--- config.mk ---
export PLATFORM = sky130hd
export DESIGN_NAME = efuse_macro_emu_flat
export DESIGN_NICKNAME = d
export VERILOG_FILES = /design/src/rtl/efuse_macro_emu_pkg.sv /design/src/rtl/efuse_macro_emu_if.sv /design/src/rtl/efuse_macro_emu_pulse_timer.sv /design/src/rtl/efuse_macro_emu.sv /design/src/flat_wrapper.sv
export SDC_FILE = /design/constraint.sdc
export NUM_CORES = 1
export LEC_CHECK = 0
export ABC_CLOCK_PERIOD_IN_PS = 11600
export CORE_MARGIN = 3
export CORE_UTILIZATION = 53
export CTS_CLUSTER_DIAMETER = 150
export DETAILED_ROUTE_END_ITERATION = 10
export PLACE_DENSITY_LB_ADDON = 0.15
export SYNTH_ARGS = -nofsm -noshare
export SYNTH_HDL_FRONTEND = slang
export SYNTH_SLANG_ARGS = --single-unit
--- constraint.sdc ---
create_clock -name clk -period 11.6 [get_ports clk]
set_input_delay 2.32 -clock clk [delete_from_list [all_inputs] [get_ports clk]]
set_output_delay 2.32 -clock clk [all_outputs]
set_load 0.01 [all_outputs]
--- src/rtl/efuse_macro_emu_pkg.sv ---
// Shared types and constants for the eFuse macro emulator.
// Holds the FSM state encoding, the error codes and the byte-select helper.
package efuse_pkg;

  localparam int EFUSE_NBITS  = 256;
  localparam int EFUSE_NBYTES = 32;
  localparam int EFUSE_CNTW   = 10;

  typedef enum logic [2:0] {
    IDLE,
    RD_SENSE,
    RD_HOLD,
    PG_BURN,
    PG_HOLD,
    ERR_WAIT
  } efuse_emu_state_t;

  typedef enum logic [2:0] {
    ERR_NONE      = 3'd0,
    ERR_BOTH_EN   = 3'd1,
    ERR_SHORT_RD  = 3'd2,
    ERR_SHORT_PGM = 3'd3,
    ERR_ADDR_CHG  = 3'd4,
    ERR_EN_CHG    = 3'd5
  } efuse_err_e;

  // Byte idx covers bits idx*8 .. idx*8+7, with the lowest bit index as LSB.
  function automatic logic [7:0] efuse_byte(input logic [EFUSE_NBITS-1:0] bits,
                                            input logic [4:0] idx);
    return bits[{idx, 3'b000} +: 8];
  endfunction

endpackage

--- src/rtl/efuse_macro_emu_if.sv ---
// Fuse bus between the fuse controller (master) and the macro (slave).
interface efuse_macro_emu_if;
  import efuse_pkg::*;

  logic       pgmen;
  logic       rden;
  logic       aen;
  logic [7:0] addr;
  logic [7:0] rdata;

  modport master (output pgmen, rden, aen, addr, input rdata);
  modport slave  (input pgmen, rden, aen, addr, output rdata);

endinterface

--- src/rtl/efuse_macro_emu_pulse_timer.sv ---
// Saturating strobe-width counter shared by the read and program paths.
// It reloads on start, clears on clear, advances on inc and holds otherwise.
module efuse_pulse_timer
  import efuse_pkg::*;
(
  input  logic                  clk,
  input  logic                  rst,
  input  logic                  start_i,
  input  logic                  inc_i,
  input  logic                  clear_i,
  input  logic [EFUSE_CNTW-1:0] target_i,
  output logic                  done_o
);

  logic [EFUSE_CNTW-1:0] cnt_q;
  logic [EFUSE_CNTW-1:0] cnt_d;

  always_comb begin
    cnt_d = cnt_q;
    if (clear_i) begin
      cnt_d = '0;
    end else if (start_i) begin
      cnt_d = EFUSE_CNTW'(1);
    end else if (inc_i && (cnt_q != '1)) begin
      cnt_d = cnt_q + EFUSE_CNTW'(1);
    end
  end

  // done fires on the sample that brings the count to target, so the caller acts on that same edge.
  assign done_o = (start_i || inc_i) && !clear_i && (cnt_d == target_i);

  always_ff @(posedge clk or posedge rst) begin
    if (rst) begin
      cnt_q <= '0;
    end else begin
      cnt_q <= cnt_d;
    end
  end

endmodule

--- src/rtl/efuse_macro_emu.sv ---
// Flop-based stand-in for the 256-bit OTP eFuse macro.
// It enforces the sense and burn strobe widths and flags protocol violations.
module efuse_macro_emu
  import efuse_pkg::*;
#(
  parameter int unsigned             P_TRD  = 3,
  parameter int unsigned             P_TPGM = 3,
  parameter logic [EFUSE_NBITS-1:0]  P_INIT = '0
) (
  input  logic                   clk,
  input  logic                   rst,
  efuse_macro_emu_if.slave       efuse,
  output logic [EFUSE_NBITS-1:0] fuse_bits_o,
  output logic [8:0]             pgm_cnt_o,
  output logic                   err_o,
  output logic [2:0]             err_code_o,
  input  logic                   err_clr_i
);

  localparam logic [EFUSE_CNTW-1:0] TRD  = EFUSE_CNTW'(P_TRD);
  localparam logic [EFUSE_CNTW-1:0] TPGM = EFUSE_CNTW'(P_TPGM);

  efuse_emu_state_t       state_q, state_d;
  logic [7:0]             addr_q, addr_d;
  logic                   rden_q, rden_d;
  logic                   pgmen_q, pgmen_d;
  logic [7:0]             rdata_q;
  logic [EFUSE_NBITS-1:0] fuse_q;
  logic [8:0]             pgm_cnt_q;
  logic                   err_q;
  efuse_err_e             err_code_q;

  logic                   tmr_start, tmr_inc, tmr_clear, tmr_done, rd_path;
  logic [EFUSE_CNTW-1:0]  tmr_target;
  logic                   rd_fire, pg_fire, err_set, addr_chg, en_chg;
  efuse_err_e             err_new;

  // Timer control depends only on state and inputs, keeping done free of loops through the FSM.
  always_comb begin
    tmr_start  = (state_q == IDLE) && efuse.aen && (efuse.rden ^ efuse.pgmen);
    tmr_inc    = ((state_q == RD_SENSE) || (state_q == PG_BURN)) && efuse.aen;
    tmr_clear  = (state_q != IDLE) && !efuse.aen;
    rd_path    = (state_q == IDLE) ? efuse.rden : (state_q == RD_SENSE);
    tmr_target = rd_path ? TRD : TPGM;
  end

  efuse_pulse_timer u_timer (
    .clk      (clk),
    .rst      (rst),
    .start_i  (tmr_start),
    .inc_i    (tmr_inc),
    .clear_i  (tmr_clear),
    .target_i (tmr_target),
    .done_o   (tmr_done)
  );

  assign addr_chg = (efuse.addr != addr_q);
  assign en_chg   = ({efuse.rden, efuse.pgmen} != {rden_q, pgmen_q});

  always_comb begin
    state_d = state_q;
    addr_d  = addr_q;
    rden_d  = rden_q;
    pgmen_d = pgmen_q;
    rd_fire = 1'b0;
    pg_fire = 1'b0;
    err_set = 1'b0;
    err_new = ERR_NONE;
    unique case (state_q)
      IDLE: begin
        if (efuse.aen) begin
          if (efuse.rden && efuse.pgmen) begin
            err_set = 1'b1;
            err_new = ERR_BOTH_EN;
            state_d = ERR_WAIT;
          end else if (efuse.rden || efuse.pgmen) begin
            addr_d  = efuse.addr;
            rden_d  = efuse.rden;
            pgmen_d = efuse.pgmen;
            // A one-cycle minimum completes on the very first sample.
            if (tmr_done) begin
              rd_fire = efuse.rden;
              pg_fire = efuse.pgmen;
              state_d = efuse.rden ? RD_HOLD : PG_HOLD;
            end else begin
              state_d = efuse.rden ? RD_SENSE : PG_BURN;
            end
          end
        end
      end
      RD_SENSE, PG_BURN: begin
        if (!efuse.aen) begin
          err_set = 1'b1;
          err_new = (state_q == RD_SENSE) ? ERR_SHORT_RD : ERR_SHORT_PGM;
          state_d = IDLE;
        end else if (addr_chg) begin
          err_set = 1'b1;
          err_new = ERR_ADDR_CHG;
          state_d = ERR_WAIT;
        end else if (en_chg) begin
          err_set = 1'b1;
          err_new = ERR_EN_CHG;
          state_d = ERR_WAIT;
        end else if (tmr_done) begin
          rd_fire = (state_q == RD_SENSE);
          pg_fire = (state_q == PG_BURN);
          state_d = (state_q == RD_SENSE) ? RD_HOLD : PG_HOLD;
        end
      end
      RD_HOLD, PG_HOLD: begin
        if (!efuse.aen) begin
          state_d = IDLE;
        end else if (addr_chg) begin
          err_set = 1'b1;
          err_new = ERR_ADDR_CHG;
          state_d = ERR_WAIT;
        end else if (en_chg) begin
          err_set = 1'b1;
          err_new = ERR_EN_CHG;
          state_d = ERR_WAIT;
        end
      end
      ERR_WAIT: begin
        if (!efuse.aen) begin
          state_d = IDLE;
        end
      end
      default: state_d = IDLE;
    endcase
  end

  always_ff @(posedge clk or posedge rst) begin
    if (rst) begin
      state_q <= IDLE;
      addr_q  <= '0;
      rden_q  <= 1'b0;
      pgmen_q <= 1'b0;
    end else begin
      state_q <= state_d;
      addr_q  <= addr_d;
      rden_q  <= rden_d;
      pgmen_q <= pgmen_d;
    end
  end

  // Address is known stable when a pulse completes, so the live bus address selects the target.
  always_ff @(posedge clk or posedge rst) begin
    if (rst) begin
      rdata_q   <= '0;
      fuse_q    <= P_INIT;
      pgm_cnt_q <= '0;
    end else begin
      if (rd_fire) begin
        rdata_q <= efuse_byte(fuse_q, efuse.addr[7:3]);
      end
      if (pg_fire) begin
        fuse_q[efuse.addr] <= 1'b1;
        if (!fuse_q[efuse.addr] && (pgm_cnt_q != 9'd256)) begin
          pgm_cnt_q <= pgm_cnt_q + 9'd1;
        end
      end
    end
  end

  // A fresh error beats a simultaneous clear, and only the first error is kept until cleared.
  always_ff @(posedge clk or posedge rst) begin
    if (rst) begin
      err_q      <= 1'b0;
      err_code_q <= ERR_NONE;
    end else if (err_set) begin
      err_q <= 1'b1;
      if (!err_q || err_clr_i) begin
        err_code_q <= err_new;
      end
    end else if (err_clr_i) begin
      err_q      <= 1'b0;
      err_code_q <= ERR_NONE;
    end
  end

  assign efuse.rdata = rdata_q;
  assign fuse_bits_o = fuse_q;
  assign pgm_cnt_o   = pgm_cnt_q;
  assign err_o       = err_q;
  assign err_code_o  = err_code_q;

endmodule

--- src/flat_wrapper.sv ---
// flat-port wrapper written by rule: the top's interface ports become plain ports
module efuse_macro_emu_flat import efuse_pkg::*;
#(
  parameter int unsigned             P_TRD  = 3,
  parameter int unsigned             P_TPGM = 3,
  parameter logic [EFUSE_NBITS-1:0]  P_INIT = '0
)
  (clk, rst, fuse_bits_o, pgm_cnt_o, err_o, err_code_o, err_clr_i, efuse_pgmen, efuse_rden, efuse_aen, efuse_addr, efuse_rdata);
  efuse_macro_emu_if efuse_i ();
  input  logic clk;
  input  logic rst;
  output logic [EFUSE_NBITS-1:0] fuse_bits_o;
  output logic [8:0] pgm_cnt_o;
  output logic err_o;
  output logic [2:0] err_code_o;
  input  logic err_clr_i;
  input wire logic [$bits(efuse_i.pgmen)-1:0] efuse_pgmen;
  input wire logic [$bits(efuse_i.rden)-1:0] efuse_rden;
  input wire logic [$bits(efuse_i.aen)-1:0] efuse_aen;
  input wire logic [$bits(efuse_i.addr)-1:0] efuse_addr;
  output wire logic [$bits(efuse_i.rdata)-1:0] efuse_rdata;
  assign efuse_i.pgmen = efuse_pgmen;
  assign efuse_i.rden = efuse_rden;
  assign efuse_i.aen = efuse_aen;
  assign efuse_i.addr = efuse_addr;
  assign efuse_rdata = efuse_i.rdata;
  efuse_macro_emu #(.P_TRD(P_TRD), .P_TPGM(P_TPGM), .P_INIT(P_INIT)) u_core (.clk(clk), .rst(rst), .efuse(efuse_i), .fuse_bits_o(fuse_bits_o), .pgm_cnt_o(pgm_cnt_o), .err_o(err_o), .err_code_o(err_code_o), .err_clr_i(err_clr_i));
endmodule
==> flow_metrics.py, run 1 <==
metrics = {
    "clock_network": {
        "clk_pin_slew_ns": 0.05,
        "clock-sinks": 300,
        "cts_root_buf": "clkbuf_16",
        "cts_max_level": 2,
        "cts_max_path_buffers": 3,
        "numCtsBuffers": 34,
        "clk_latency_ns": 0.52,
        "cts_setup_buffers": 0,
        "postCtsHoldBufs": 0,
        "cts_resized": 0,
        "cts_tree": "built",
    },
    "synthesis": {
        "ys_ff_latch": 300,
        "yosysSeqAreaShare": 0.472,
        "synth_warnings": 0,
        "synthArstFlopShare": 1.00,
        "syn-cell-area_sq_um": 15900,
        "synth_cells": 1208,
        "synth_edf_count": 0,
        "synthDistinctLibCells": 72,
        "synth-main-ff-cell": "dfrtp_1",
        "synth_nets": 1228,
        "syn_area_per_cell_sq_um": 13.2,
    },
    "die": {
        "core_sq_um": 29200,
        "rows": 62,
        "initial_utilization": 0.545,
        "die_h_um": 179,
        "ioPinCount": 291,
        "die_w_um": 179,
        "dieArea_sq_um": 32100,
    },
    "place": {
        "port_buffers": 290,
        "place_congestion": 0.926,
        "dp.cells": 1808,
        "dpl-instance-area_sq_um": 19000,
        "dp_hpwl_mm": 37.8,
        "post-place-ws_ns": 4.98,
    },
    "final_layout": {
        "multi_input_area_sq_um": 7900,
        "instances_no_fill": 1866,
        "final_cell_area_sq_um": 20100,
        "drive_gt1_frac": 0.184,
        "fill_cells": 2112,
        "antenna_cells": 0,
        "area_delta_synth_final_pct": 26.5,
        "layout.nets": 1480,
        "regArea_sq_um": 7510,
    },
    "status": {
        "outcome": "finished clean",
    },
    "sta": {
        "worst_pin_slew_ns": 1.12,
        "period_minus_slack_ns": 6.24,
        "finalSetupTns_ns": 0,
        "setup_ws_ns": 5.36,
        "finClkSkew_ns": 0.0191,
        "setup_viol": 0,
        "relSlewSlack": 0.252,
        "fmax_mhz": 160,
        "slew_violations": 0,
        "hold_violations": 0,
        "rsz0062_at_grt": "no",
        "fin_crit_sh": 0.538,
    },
    "power": {
        "ir_worst_vdd_uv": 99.8,
        "p_leak_uw": 0.0103,
        "power.density_nw_per_um2": 123,
    },
    "setup_path": {
        "path_class": "input port to flip-flop",
        "reg2reg_to": "u_core.fuse_bits_o[38]",
        "r2r-start": "u_core.state_q[2]",
        "critPathSlowestCell": "clkdlybuf4s50_1",
        "crit_family": "simple AND/OR/NAND/NOR gates",
        "crit_start": "efuse_addr[7]",
        "cp-endpoint": "u_core.fuse_bits_o[38]",
        "critPathMaxFanout": 16,
        "endpoint_kind": "flip-flop",
        "r2r_slack_ns": 7.62,
        "critPathLaunchType": "input port",
        "cp.depth": 9,
        "path_buf_inv": 2,
        "path_cells": "clkdlybuf4s50_1, xor2_1, nor4_1, and3_1, a31oi_1, or3_1, buf_4, nor4_4, a21o_1",
        "ff2ff_path_depth": 9,
        "crit_required_ns": 12.03,
        "crit_path_max_incr_delay_ns": 0.98,
        "arrival_ns": 6.68,
    },
    "routing": {
        "vias": 12700,
        "firstDrtPassIters": 5,
        "drcViolationCount": 0,
        "drt-initial-drc-count": 1597,
        "wl_mm": 53.6,
        "postRouteAntennaNets": 0,
        "vias_per_cell": 6.79,
        "wl_per_cell_um": 28.7,
    },
    "grt": {
        "grt.total_usage": 0.339,
        "grt_pass1_wl_mm": 80.8,
        "grt_pass1_vias": 12600,
        "overflow": 0,
        "grt_antenna_before_repair": 0,
        "grt_max_degree": 180,
    },
    "worst_hold_path": {
        "hp-class": "flip-flop to flip-flop",
        "hp-start": "u_core.pgm_cnt_o[8]",
    },
    "run": {
        "maxCapViolations": 0,
    },
}
[cells in the mapped netlist (5+ instances only)]
library cell,count,area share
o21bai_1,32,0.015
nand2_1,47,0.011
xnor2_1,5,0.0028
a21o_1,225,0.11
buf_6,10,0.0071
a22oi_1,7,0.0033
nor3_1,19,0.0060
buf_1,17,0.0040
nor4b_1,5,0.0028
nor4_1,15,0.0059
nand4_1,9,0.0035
nand3_1,19,0.0060
mux4_2,135,0.19
dfrtp_1,300,0.47
o21ai_0,12,0.0038
nand2b_1,21,0.0083
nor2_1,50,0.012
nor3_4,9,0.0092
mux2i_1,23,0.014
a31oi_1,8,0.0031
a21oi_1,9,0.0028
buf_2,17,0.0054
ha_1,6,0.0047
nor2b_1,16,0.0063
clkbuf_1,47,0.011
xor2_1,19,0.010
mux2_2,30,0.021
inv_1,12,0.0028
[power breakdown]
group          switching [uW]  leakage, uW  internal, uW
Combinational             178      0.00563           113
Clock                     423     0.000543           638
Sequential               40.9      0.00417          1080
Total                     642       0.0103          1830
[cell type report]
class,instances,area share
clock inverter,5,0.00267
clock buffer,53,0.0519
multi-input combinational,798,0.393
tap,384,0.0239
timing repair buffer,313,0.153
sequential,300,0.373
inverter,13,0.00280
[kinds of logic after synthesis]
family | count (synthesis) | share of synthesized area
compound gates | 338 | 0.158
flops | 300 | 0.472
simple gates | 242 | 0.0907
mux | 188 | 0.227
buf+inv | 110 | 0.0341
xor+xnor | 24 | 0.0132
fa+ha+maj | 6 | 0.00472
[worst register-to-register path: stages (launching register included)]
cell	delay (ns)
dfrtp_1	0.59
nand4b_1	0.30
nor4_1	0.30
mux2i_1	0.34
o2111ai_1	0.18
or4_1	0.54
or3_1	0.33
buf_4	0.27
nor4_4	0.82
a21o_1	0.23
[routing by layer]
metal / track usage / up-vias / routed length (um)
met3: 0.0684 / 140 / 5110
met1: 0.468 / 6545 / 20600
met5: 0 / - / 0
met4: 0.123 / 0 / 2300
li1: - / 5170 / -
met2: 0.538 / 808 / 25700
[placed cells by master, fill, tap and decap left out, types with 9 or more instances in the layout]
cell type / count
dfrtp_1: 300
clkdlybuf4s50_1: 285
a21o_1: 225
mux4_2: 135
nor2_1: 49
nand2_1: 47
clkbuf_16: 35
o21bai_1: 32
mux2_2: 30
buf_4: 26
mux2i_1: 23
nand2b_1: 21
xor2_1: 19
nand3_1: 19
nor2b_1: 16
nor4_1: 14
nor3_1: 13
o21ai_0: 12
inv_1: 11
nor3_4: 11
clkbuf_8: 10
a21oi_1: 9
nand4_1: 9
[registers in the layout, indices dropped and copies added, names as in the netlist]
name,flops
u_core.addr_q,8
u_core.efuse.rdata,8
u_core.err_code_o,3
u_core.err_o,1
u_core.fuse_bits_o,256
u_core.pgm_cnt_o,9
u_core.pgmen_q,1
u_core.rden_q,1
u_core.state_q,3
u_core.u_timer.cnt_q,10
[worst min path at each step]
stage                                         to  slack (ns)  depth (start not counted)
after floorplan                 u_core.addr_q[3]        0.47                          2
after global placement    u_core.fuse_bits_o[96]        0.48                          1
after detailed placement     u_core.pgm_cnt_o[8]        0.49                          1
after CTS                    u_core.pgm_cnt_o[8]        0.50                          1
after global routing         u_core.pgm_cnt_o[8]        0.52                          1
final                        u_core.pgm_cnt_o[8]        0.50                          1
[per-stage QoR]
| step | utilization | hold WS, ns | total power (uW) |
|---|---|---|---|
| final | 0.690 | 0.496 | 2470 |
| after global routing | 0.690 | 0.515 | 2560 |
| after detailed placement | 0.652 | 0.488 | 1430 |
| after global placement | 0.652 | 0.483 | 1420 |
| after floorplan | - | 0.469 | 1340 |
| after CTS | 0.690 | 0.496 | 2480 |
Power figures use the tool's default switching activity.
==> run 2: changes to the inputs <==
--- a/config.mk
+++ b/config.mk
@@ -5,9 +5,9 @@
 export SDC_FILE = /design/constraint.sdc
 export NUM_CORES = 1
 export LEC_CHECK = 0
-export ABC_CLOCK_PERIOD_IN_PS = 11600
+export ABC_CLOCK_PERIOD_IN_PS = 5100
 export CORE_MARGIN = 3
-export CORE_UTILIZATION = 53
+export CORE_UTILIZATION = 48
 export CTS_CLUSTER_DIAMETER = 150
 export DETAILED_ROUTE_END_ITERATION = 10
 export PLACE_DENSITY_LB_ADDON = 0.15
==> constraint.sdc (replaced) <==
create_clock -name clk -period 5.1 [get_ports clk]
set_input_delay 1.02 -clock clk [delete_from_list [all_inputs] [get_ports clk]]
set_output_delay 1.02 -clock clk [all_outputs]
set_load 0.01 [all_outputs]
==> flow_metrics.py, run 2 (synthesis gave the netlist of run 1 again) <==
metrics = {
    "power": {
        "ir_worst_vdd_uv": 192,
        "power_uw": 5780,
        "power.density_nw_per_um2": 282,
        "p_leak_uw": 0.0105,
    },
    "sta": {
        "hold_violations": 0,
        "period_minus_slack_ns": 4.03,
        "worst_pin_slew_ns": 1.23,
        "fmax_mhz": 248,
        "relSlewSlack": 0.177,
        "whs_ns": 0.487,
        "slew_violations": 0,
        "finalSetupTns_ns": 0,
        "finClkSkew_ns": 0.0230,
        "setup_viol": 0,
        "fin_crit_sh": 0.791,
        "rsz0062_at_grt": "no",
    },
    "place": {
        "dp_hpwl_mm": 40.2,
        "port_buffers": 290,
        "dpl-instance-area_sq_um": 19300,
        "place_congestion": 0.933,
    },
    "setup_path": {
        "path_class": "input port to flip-flop",
        "critPathLaunchType": "input port",
        "crit_path_max_incr_delay_ns": 0.59,
        "critPathMaxFanout": 16,
        "crit_required_ns": 5.55,
        "endpoint_kind": "flip-flop",
        "critPathSlowestCell": "nor3_4",
        "path_cells": "clkdlybuf4s50_1, and4b_1, nand3_1, mux2i_1, o2111ai_1, or4_1, or3_1, buf_4, nor3_4, a21o_1",
        "arrival_ns": 4.48,
    },
    "final_layout": {
        "largest_register_ff_count": 256,
        "area_delta_synth_final_pct": 28.9,
        "final_util": 0.628,
        "drive_gt1_frac": 0.201,
        "mostFrequentLayoutCell": "dfrtp_1",
        "final_cell_mix": "300 x dfrtp_1, 285 x clkdlybuf4s50_1, 225 x a21o_1",
        "layout.nets": 1509,
        "final_cell_area_sq_um": 20500,
        "antenna_cells": 0,
    },
    "routing": {
        "postRouteAntennaNets": 0,
        "wl_per_cell_um": 28.8,
        "vias_per_cell": 6.47,
        "vias": 12700,
        "drcViolationCount": 0,
        "drt-initial-drc-count": 1277,
        "wl_mm": 56.4,
        "firstDrtPassIters": 5,
    },
    "clock_network": {
        "postCtsHoldBufs": 0,
        "cts_tree": "built",
        "cts_max_path_buffers": 3,
        "cts_max_level": 2,
        "clk_pin_slew_ns": 0.06,
        "cts_setup_buffers": 0,
        "clock-sinks": 300,
        "cts_resized": 0,
        "cts_root_buf": "clkbuf_16",
        "numCtsBuffers": 35,
        "clk_latency_ns": 0.52,
    },
    "worst_hold_path": {
        "hp-class": "flip-flop to flip-flop",
    },
    "grt": {
        "grt_max_degree": 167,
        "overflow": 0,
        "grt_pass1_wl_mm": 85.0,
        "grt_antenna_before_repair": 0,
        "grt_pass1_vias": 12700,
        "grt.total_usage": 0.320,
    },
    "die": {
        "ioPinCount": 291,
        "core_sq_um": 32600,
        "initial_utilization": 0.487,
        "die_w_um": 188,
        "dieArea_sq_um": 35300,
        "rows": 66,
        "die_h_um": 188,
    },
    "run": {
        "maxCapViolations": 0,
    },
    "status": {
        "outcome": "finished clean",
    },
}
==> run 2: cell type report <==
cell class	count	area, sq um
fillers	2553	12100
multi-input cells	798	7890
flip-flops and latches	300	7510
repair buffers	341	3310
clock buffers	48	996
well taps	442	553
clock inverters	15	178
inverters	13	52.6
==> run 2: metal layers <==
metal / vias up / part of all wire / global-route usage
li1: 5201 / - / -
met1: 6583 / 0.39 / 0.438
met2: 738 / 0.47 / 0.507
met3: 131 / 0.096 / 0.0746
met4: 0 / 0.040 / 0.115
met5: - / 0 / 0
==> run 2: metrics by stage <==
step / setup slack [ns] / instances
after detailed placement: 0.564 / 1894
after CTS: 1.10 / 1957
final: 1.07 / 1957
after global placement: 0.643 / 1894
after floorplan: 0.0929 / 1208
after global routing: 0.854 / 1957
==> run 2: path summary, 6_finish.rpt <==
path / to / slack [ns] / start / depth (start not counted)
setup reg to reg: u_core.fuse_bits_o[130] / 1.29 / u_core.u_timer.cnt_q[0] / 10
setup / recovery: u_core.fuse_bits_o[130] / 1.07 / efuse_aen / 10
hold / removal: u_core.pgm_cnt_o[8] / 0.49 / u_core.pgm_cnt_o[8] / 1
max in group asynchronous: u_core.fuse_bits_o[185] / 3.22 / rst / 3
min in group asynchronous: u_core.fuse_bits_o[84] / 1.03 / rst / 3
hold reg to reg: u_core.pgm_cnt_o[8] / 0.49 / u_core.pgm_cnt_o[8] / 1
==> run 2: power breakdown <==
group	total (uW)	internal, uW	leakage, uW	switching, uW
Clock	2550	1530	0.000574	1020
Combinational	681	270	0.00577	411
Sequential	2550	2450	0.00417	95.4
==> run 2: critical path, delay by kind of cell <==
kind,cells,cell delay [ns]
AOI/OAI and AO/OA,2,0.41
buffers and inverters,2,0.81
muxes,1,0.27
and+or+nand+nor,5,1.96
==> run 3: changes to the inputs <==
--- a/config.mk
+++ b/config.mk
@@ -5,7 +5,7 @@
 export SDC_FILE = /design/constraint.sdc
 export NUM_CORES = 1
 export LEC_CHECK = 0
-export ABC_CLOCK_PERIOD_IN_PS = 5100
+export ABC_CLOCK_PERIOD_IN_PS = 3400
 export CORE_MARGIN = 3
 export CORE_UTILIZATION = 48
 export CTS_CLUSTER_DIAMETER = 150
==> constraint.sdc (replaced) <==
create_clock -name clk -period 3.4 [get_ports clk]
set_input_delay 0.68 -clock clk [delete_from_list [all_inputs] [get_ports clk]]
set_output_delay 0.68 -clock clk [all_outputs]
set_load 0.01 [all_outputs]
==> flow_metrics.py, run 3 (synthesis gave the netlist of run 1 again) <==
metrics = {
    "die": {
        "dieArea_sq_um": 35300,
        "ioPinCount": 291,
        "die_w_um": 188,
        "initial_utilization": 0.487,
        "core_sq_um": 32600,
        "die_h_um": 188,
        "rows": 66,
    },
    "grt": {
        "met3_usage": 0.0798,
        "grt_pass1_wl_mm": 87.8,
        "overflow": 0,
        "grt.met1_usage": 0.448,
        "grt.total_usage": 0.329,
        "use_met2": 0.524,
        "grt_pass1_vias": 13500,
        "grt_max_degree": 104,
        "grt-busiest-layer": "met2",
        "grt_antenna_before_repair": 0,
    },
    "setup_path": {
        "path_class": "flip-flop to flip-flop",
        "critPathSlowestCell": "dfrtp_1",
        "path_buf_inv": 3,
        "crit_family": "simple AND/OR/NAND/NOR gates",
        "critPathLaunchType": "flip-flop",
        "endpoint_kind": "flip-flop",
        "r2r-start": "u_core.u_timer.cnt_q[0]",
        "crit_required_ns": 3.86,
        "cp.depth": 12,
        "path_cells": "ha_4, and4b_2, or3_1, o211a_1, or3_4, or4_4, or3_4, buf_12, nor4_4, buf_4, clkbuf_16, a21o_1",
        "critPathMaxFanout": 8,
        "cp-endpoint": "u_core.fuse_bits_o[12]",
        "reg2reg_to": "u_core.fuse_bits_o[12]",
        "cpMostUsedCell": "or3_4",
        "crit_path_max_incr_delay_ns": 0.45,
        "r2r_slack_ns": 0.04,
        "crit_start": "u_core.u_timer.cnt_q[0]",
        "ff2ff_path_depth": 12,
        "arrival_ns": 3.82,
    },
    "clock_network": {
        "clk_pin_slew_ns": 0.06,
        "cts_max_level": 2,
        "cts_max_path_buffers": 3,
        "numCtsBuffers": 36,
        "clock-sinks": 300,
        "clk_latency_ns": 0.53,
        "cts_tree": "built",
        "cts_root_buf": "clkbuf_16",
    },
    "place": {
        "place_congestion": 0.929,
        "dpl-instance-area_sq_um": 20600,
        "post-place-ws_ns": -0.610,
        "port_buffers": 290,
        "dp_hpwl_mm": 42.9,
    },
    "sta": {
        "worst_pin_slew_ns": 1.04,
        "relSlewSlack": 0.299,
        "fin_crit_sh": 0.989,
        "whs_ns": 0.488,
        "finClkSkew_ns": 0.0155,
        "setup_ws_ns": 0.0386,
        "rsz0062_at_grt": "yes",
        "hold_violations": 0,
        "fmax_mhz": 297,
        "period_minus_slack_ns": 3.36,
        "slew_violations": 0,
        "setup_viol": 0,
    },
    "routing": {
        "wl_per_cell_um": 27.9,
        "drcViolationCount": 0,
        "wl_mm": 58.6,
        "vias_per_cell": 6.29,
        "drt-initial-drc-count": 1216,
        "vias": 13200,
        "firstDrtPassIters": 5,
        "postRouteAntennaNets": 0,
    },
    "worst_hold_path": {
        "hp-class": "input port to async pin",
    },
    "final_layout": {
        "mostFrequentLayoutCell": "dfrtp_1",
        "drive_gt1_frac": 0.279,
        "multi_input_area_sq_um": 7950,
        "antenna_cells": 0,
        "regArea_sq_um": 7510,
        "final_cell_area_sq_um": 22100,
        "area_delta_synth_final_pct": 38.7,
        "layout.nets": 1649,
        "final_cell_mix": "299 x dfrtp_1, 284 x clkdlybuf4s50_1, 225 x a21o_1",
        "fill_cells": 2391,
        "largest_register_ff_count": 256,
    },
    "power": {
        "p_seq_frac": 0.406,
        "p_leak_uw": 0.0114,
        "p_comb_frac": 0.145,
        "power_uw": 9270,
        "power.clock.fraction": 0.449,
        "ir_worst_vdd_uv": 445,
        "internal-power_uw": 6880,
        "swShare": 0.259,
        "switchingPower_uw": 2400,
        "power.density_nw_per_um2": 420,
    },
    "status": {
        "outcome": "finished clean",
    },
    "run": {
        "maxCapViolations": 0,
    },
}
[run 3: changes by cell type in the layout (fill, tap and decap cells not counted), sizes merged]
cell / previous run / this run
buf: 56 / 192
clkbuf: 48 / 51
clkinv: 9 / 6
dlygate4sd2: 0 / 1
clkdlybuf4s50: 285 / 284
inv: 13 / 14
bufinv: 3 / 6
[run 3: layout make-up]
type | count | share of cell area
Tap cell | 442 | 0.0251
Timing Repair Buffer | 480 | 0.213
Sequential cell | 300 | 0.340
Clock inverter | 16 | 0.0112
Clock buffer | 48 | 0.0470
Inverter | 13 | 0.00238
Multi-Input combinational cell | 798 | 0.361
[run 3: worst reg2reg max path, cell delays in order, from the launching register on]
cell	delay [ns]
dfrtp_1	0.45
ha_4	0.21
and4b_2	0.28
or3_1	0.32
o211a_1	0.13
or3_4	0.34
or4_4	0.43
or3_4	0.40
buf_12	0.18
nor4_4	0.12
buf_4	0.19
clkbuf_16	0.16
a21o_1	0.11
[run 3: metrics by stage]
stage	utilization	cells	setup TNS, ns
after floorplan	-	1208	-380.12
after global placement	0.631	2023	-130.13
after detailed placement	0.631	2023	-122.84
after CTS	0.671	2088	0
after global routing	0.676	2097	-0.0781
final	0.676	2097	0
[run 3: power by group through the flow]
stage	Clock (uW)	Sequential [uW]	Combinational [uW]
5_1_grt	4370	3770	1460
3_5_place_dp	0	3820	1300
2_1_floorplan	0	3820	759
3_3_place_gp	0	3810	1280
6_report	4170	3760	1350
4_1_cts	4200	3760	1310
[run 3: repair_timing]
action / CTS / global route
pin swaps: 1 / 1
cloned: 1 / 3
hold buffers: 0 / 0
resized for setup: 6 / 10
setup buffers: 0 / 6
endpoints found under the setup margin: 208 / 216
[run 3: layer usage]
layer	vias to the layer above	routed length [um]
met5	-	0
met4	0	2320
met3	133	5620
met2	766	27900
met1	6817	22700
li1	5480	-
[run 3: worst min path at each step]
stage / startpoint / end / slack [ns] / depth (start not counted)
6_report: rst / u_core.fuse_bits_o[82] / 0.49 / 2
5_1_grt: rst / u_core.fuse_bits_o[91] / 0.50 / 2
4_1_cts: rst / u_core.fuse_bits_o[91] / 0.48 / 2
3_5_place_dp: u_core.pgm_cnt_o[8] / u_core.pgm_cnt_o[8] / 0.49 / 1
3_3_place_gp: u_core.pgm_cnt_o[8] / u_core.pgm_cnt_o[8] / 0.47 / 1
2_1_floorplan: u_core.addr_q[3] / u_core.addr_q[3] / 0.47 / 2
